<file path="src/rtl/alu_result_stage.sv">
// Registered ALU result stage: flag derivation, 2-entry skid buffer, transfer counter.
// Optional even-parity output when ALU_STAGE_PARITY_EN is defined.
//
// state | meaning
// EMPTY | no result held, out_valid=0
// ONE   | head register holds a result
// TWO   | head and skid registers full, in_ready=0
module alu_result_stage #(
  parameter int WIDTH = 32,
  parameter int CNT_W = 16
) (
  input  logic             clk,
  input  logic             rst_n,
  input  logic [WIDTH-1:0] busALU,
  input  logic [2:0]       alu_op,
  input  logic             alu_carry,
  input  logic             alu_ovf,
  input  logic             in_valid,
  output logic             in_ready,
  output logic [WIDTH-1:0] busOUT,
  output logic [3:0]       flags,
  output logic             out_valid,
  input  logic             out_ready,
  output logic [CNT_W-1:0] xfer_count
`ifdef ALU_STAGE_PARITY_EN
  , output logic           parity
`endif
);

  typedef enum logic [1:0] {
    EMPTY = 2'd0,
    ONE   = 2'd1,
    TWO   = 2'd2
  } occState_t;

  occState_t        state;
  logic [WIDTH-1:0] skidData;
  logic [3:0]       skidFlags;
  logic             isArith;
  logic [3:0]       newFlags;
  logic             accept;
  logic             deliver;

  assign isArith  = (alu_op == 3'b000) || (alu_op == 3'b001) || (alu_op == 3'b101);
  assign newFlags = {busALU[WIDTH-1], (busALU == '0), isArith & alu_carry, isArith & alu_ovf};
  assign accept   = in_valid && in_ready;
  assign deliver  = out_valid && out_ready;

`ifdef ALU_STAGE_PARITY_EN
  logic skidPar;
  logic newPar;
  assign newPar = ^busALU;
`endif

  always_ff @(posedge clk or negedge rst_n) begin
    if (!rst_n) begin
      state      <= EMPTY;
      in_ready   <= 1'b1;
      out_valid  <= 1'b0;
      busOUT     <= '0;
      flags      <= '0;
      skidData   <= '0;
      skidFlags  <= '0;
      xfer_count <= '0;
`ifdef ALU_STAGE_PARITY_EN
      parity     <= 1'b0;
      skidPar    <= 1'b0;
`endif
    end else begin
      if (accept) xfer_count <= xfer_count + CNT_W'(1);
      case (state)
        EMPTY: begin
          if (accept) begin
            busOUT    <= busALU;
            flags     <= newFlags;
`ifdef ALU_STAGE_PARITY_EN
            parity    <= newPar;
`endif
            out_valid <= 1'b1;
            state     <= ONE;
          end
        end
        ONE: begin
          if (accept && deliver) begin
            busOUT <= busALU;
            flags  <= newFlags;
`ifdef ALU_STAGE_PARITY_EN
            parity <= newPar;
`endif
          end else if (accept) begin
            // Head is stalled, so the new result parks in the skid register.
            skidData  <= busALU;
            skidFlags <= newFlags;
`ifdef ALU_STAGE_PARITY_EN
            skidPar   <= newPar;
`endif
            in_ready  <= 1'b0;
            state     <= TWO;
          end else if (deliver) begin
            out_valid <= 1'b0;
            state     <= EMPTY;
          end
        end
        TWO: begin
          if (deliver) begin
            busOUT   <= skidData;
            flags    <= skidFlags;
`ifdef ALU_STAGE_PARITY_EN
            parity   <= skidPar;
`endif
            in_ready <= 1'b1;
            state    <= ONE;
          end
        end
        default: begin
          state     <= EMPTY;
          in_ready  <= 1'b1;
          out_valid <= 1'b0;
        end
      endcase
    end
  end

endmodule

</file>
<file path="config.mk">
export PLATFORM = sky130hd
export DESIGN_NAME = alu_result_stage
export DESIGN_NICKNAME = d
export VERILOG_FILES = /design/src/rtl/alu_result_stage.sv
export SDC_FILE = /design/constraint.sdc
export NUM_CORES = 1
export LEC_CHECK = 0
export BUFFER_PORTS_ARGS = -buffer_cell sky130_fd_sc_hd__buf_2
export CAP_MARGIN = 25
export CORE_MARGIN = 8
export CORE_UTILIZATION = 57
export DETAILED_ROUTE_END_ITERATION = 12
export GPL_TIMING_DRIVEN = 0
export PLACE_DENSITY_LB_ADDON = 0.2
export SLEW_MARGIN = 40
export SYNTH_ARGS = -nofsm -noshare
export SYNTH_HDL_FRONTEND = slang
export SYNTH_SLANG_ARGS = --single-unit
</file>
<file path="constraint.sdc">
create_clock -name clk -period 3.6 [get_ports clk]
set_input_delay 0.18 -clock clk [delete_from_list [all_inputs] [get_ports clk]]
set_output_delay 0.18 -clock clk [all_outputs]
set_load 0.02 [all_outputs]
</file>
==> results.py <==
metrics = {
    "clocking": {
        "holdBufCountCts": 1,
        "ctsRootBufferMaster": "sky130_fd_sc_hd__clkbuf_8",
        "cts-resized-gates": 0,
        "clock_tree.buffer_depth": 2,
        "cts_tree": "built",
        "clkTransAtPathRegs_ns": 0.09,
        "cts_sinks": 90,
        "cts_post_setup_buffers_inserted": 0,
        "worstSkewPairLatency_ns": 0.36,
        "cts_inserted_buffers": 9,
        "cts.htree.levels": 3,
    },
    "yosys": {
        "syn-mean-instance-area_um2": 10.67,
        "synth_area_um2": 3906,
        "synth.ff_latch_count": 90,
        "proportion_of_synthesized_chip_area_in_sequential_cells_pct": 57.69,
        "synth_nets": 408,
        "ys_warn_count": 0,
        "synth.lib_cells_used.distinct": 38,
        "post-synth-top-area-fraction_pct": 57.01,
        "synth.area.top_cells": "sky130_fd_sc_hd__dfrtp_1, sky130_fd_sc_hd__mux2_2, sky130_fd_sc_hd__nand2_1",
        "yosysTopAreaCell": "sky130_fd_sc_hd__dfrtp_1",
        "synthCells": 366,
    },
    "critical_path": {
        "cp_startpoint_kind": "flip-flop",
        "worst_ep_required_time_ns": 3.85,
        "criticalPathCategory": "reg -> reg",
        "crit_fanout": 10,
        "crit_arrival_ns": 1.99,
        "worst_setup_path_end_kind": "flip-flop",
    },
    "cells_and_area": {
        "final_common_cell": "sky130_fd_sc_hd__buf_2",
        "final_nets": 515,
        "area_delta_synth_final_pct": 20.72,
        "num_antenna_cells": 0,
        "drive_above_1_share_pct": 34.10,
        "layout_common_cells": "sky130_fd_sc_hd__buf_2, sky130_fd_sc_hd__dfrtp_1, sky130_fd_sc_hd__nand2_1, sky130_fd_sc_hd__nor2_1, sky130_fd_sc_hd__a31oi_1",
        "finalCoreUtilization_pct": 70.19,
        "fillCellCount": 526,
    },
    "floorplanning": {
        "die_outline_area_um2": 9758,
        "core-area_um2": 6719,
        "die_x_um": 98.79,
        "fp.dieH_um": 98.79,
        "io-pin-count": 95,
        "fp-row-count": 30,
        "start_util_pct": 58.14,
    },
    "placement": {
        "place.port_buffers": 94,
        "hpwlAfterDp_um": 6725,
        "gp_congestion": 0.7597,
    },
    "timing": {
        "transition_time_at_the_pin_with_the_least_slew_margin_ns": 0.5295,
        "layout_worst_path_cycle_share_pct": 48.50,
        "slew_violations": 0,
        "post-route-min-period_ns": 1.746,
        "hold_viol_final": 0,
        "grt_setup_unrepaired": "false",
        "setup_violations": 0,
        "timing.fmax_mhz": 572.8,
        "clock_skew_ns": 0.01193,
        "setup_tns_ns": 0,
        "slew_headroom_pct": 64.70,
    },
    "run": {
        "max_cap_violations": 0,
    },
    "pwr": {
        "p_sw_share_pct": 23.18,
        "p_comb_share_pct": 4.0,
        "lkg_pwr_nw": 2.531,
        "net_switching_power_uw": 409.6,
        "clock_power_share_pct": 38.8,
        "cell_internal_pwr_mw": 1.358,
        "irDropWorstVdd_v": 0.0002236,
        "power_density_nw_per_um2": 374.7,
        "sequential_fraction_of_design_power_pct": 57.2,
        "total_power_mw": 1.767,
    },
    "routing": {
        "initialDrtViolationCount": 136,
        "vias_per_cell": 5.600,
        "post-route-drc-count": 0,
        "drtPass1Iterations": 6,
        "finalWirelength_um": 9148,
        "num_vias": 3125,
        "ant_nets": 0,
        "wire_per_inst_um": 16.39,
    },
    "global_route": {
        "globalRouteTotalUtil_pct": 19.67,
        "grt_pass1_wl_um": 15590,
        "grt_start_max_net_pins": 50,
        "antenna_found_initial": 0,
        "first_global_vias": 3296,
        "grt-ovfl-total": 0,
    },
    "outcome": {
        "run_status": "finished, final reports clean",
    },
    "min_path": {
        "worst_hold_path_type": "in -> reg",
    },
}
[power by group through the flow]
stage | logic [mW] | clock network (mW) | registers [mW]
2_1_floorplan | 0.0112 | 0 | 1.03
3_3_place_gp | 0.0648 | 0 | 1.03
3_5_place_dp | 0.0709 | 0 | 1.03
4_1_cts | 0.0722 | 0.696 | 1.01
5_1_grt | 0.0817 | 0.734 | 1.01
6_report | 0.0709 | 0.686 | 1.01
[metal layers]
layer / GRT usage, % / up-vias / part of all wire [%]
li1: - / 1488 / -
met1: 25.02 / 1524 / 44
met2: 31.55 / 98 / 48
met3: 4.651 / 15 / 6.7
met4: 7.910 / 0 / 1.6
met5: 0 / - / 0
[metrics by stage]
stage / hold WS, ns / worst slack (ns) / cells / instance area [um2]
after global placement: 0.4442 / 1.551 / 540 / 4477
final: 0.07767 / 1.854 / 558 / 4716
after CTS: 0.06867 / 1.853 / 558 / 4716
after global routing: 0.07926 / 1.706 / 558 / 4716
after floorplan: -0.1156 / 1.971 / 366 / 3906
after detailed placement: 0.1253 / 1.866 / 541 / 4511
[sequential cells by signal, indices dropped and copies added, names as in the netlist]
register / flops
out_valid: 1
state: 2
in_ready: 1
flags: 3
busOUT: 32
xfer_count: 16
skidData: 32
skidFlags: 3
[synth_stat cells (all sizes together)]
| cell type | number |
|---|---|
| and3b | 1 |
| dfrtp | 89 |
| o221ai | 2 |
| buf | 15 |
| nor2b | 1 |
| and3 | 1 |
| a21oi | 3 |
| or2 | 1 |
| nand3 | 9 |
| o21a | 2 |
| mux2 | 33 |
| xor2 | 5 |
| nor4 | 12 |
| nand3b | 2 |
| o21ai | 3 |
| nand2 | 80 |
| o311ai | 1 |
| inv | 3 |
| nand4 | 8 |
| dfstp | 1 |
| xnor2 | 10 |
| and2 | 1 |
| nand2b | 1 |
| nor2 | 39 |
| o31ai | 1 |
| a31oi | 34 |
| ha | 1 |
| clkbuf | 5 |
| nand4b | 1 |
| nor3 | 1 |
[area by class of cell]
cell class,instances,area [um2],share of cell area (%)
plain buffers,20,106.4,2.255
clock buffers,10,127.6,2.706
clock inverters,6,67.56,1.433
inverters,3,11.26,0.2388
multi-input cells,253,1535,32.56
flip-flops and latches,90,2253,47.78
well taps,80,100.1,2.123
repair buffers,96,514.2,10.90
[kinds of logic (layout without fill, tap and decap cells)]
logic type / after synthesis / count (layout) / share of synthesized area [%]
compound gates: 46 / 46 / 7.623
xor+xnor: 15 / 15 / 3.363
fa+ha+maj: 1 / 1 / 0.3203
buf+inv: 23 / 135 / 3.011
flops: 90 / 90 / 57.69
mux: 33 / 33 / 9.801
simple gates: 158 / 158 / 18.19
[path summary, 6_finish.rpt]
kind,start,endpoint,slack [ns],cells past startpoint
worst max register to register,in_ready$_DFFE_PN1P_,skidData[29]$_DFFE_PN0P_,1.85,5
max in group asynchronous,rst_n,xfer_count[10]$_DFFE_PN0P_,2.73,3
min in group asynchronous,rst_n,xfer_count[9]$_DFFE_PN0P_,0.29,2
worst min register to register,xfer_count[15]$_DFFE_PN0P_,xfer_count[15]$_DFFE_PN0P_,0.47,1
worst max-delay path,in_ready$_DFFE_PN1P_,skidData[29]$_DFFE_PN0P_,1.85,5
worst min-delay path,busALU[23],busOUT[23]$_DFFE_PN0P_,0.08,3
[worst max-delay path, stage by stage (launching register included)]
cell and delay (ns):
sky130_fd_sc_hd__dfstp_2 0.59, sky130_fd_sc_hd__and3b_1 0.20, sky130_fd_sc_hd__nand3_1 0.16, sky130_fd_sc_hd__buf_4 0.24, sky130_fd_sc_hd__buf_6 0.16, sky130_fd_sc_hd__mux2_4 0.29
Note: power is estimated with default switching activity, not from simulation.
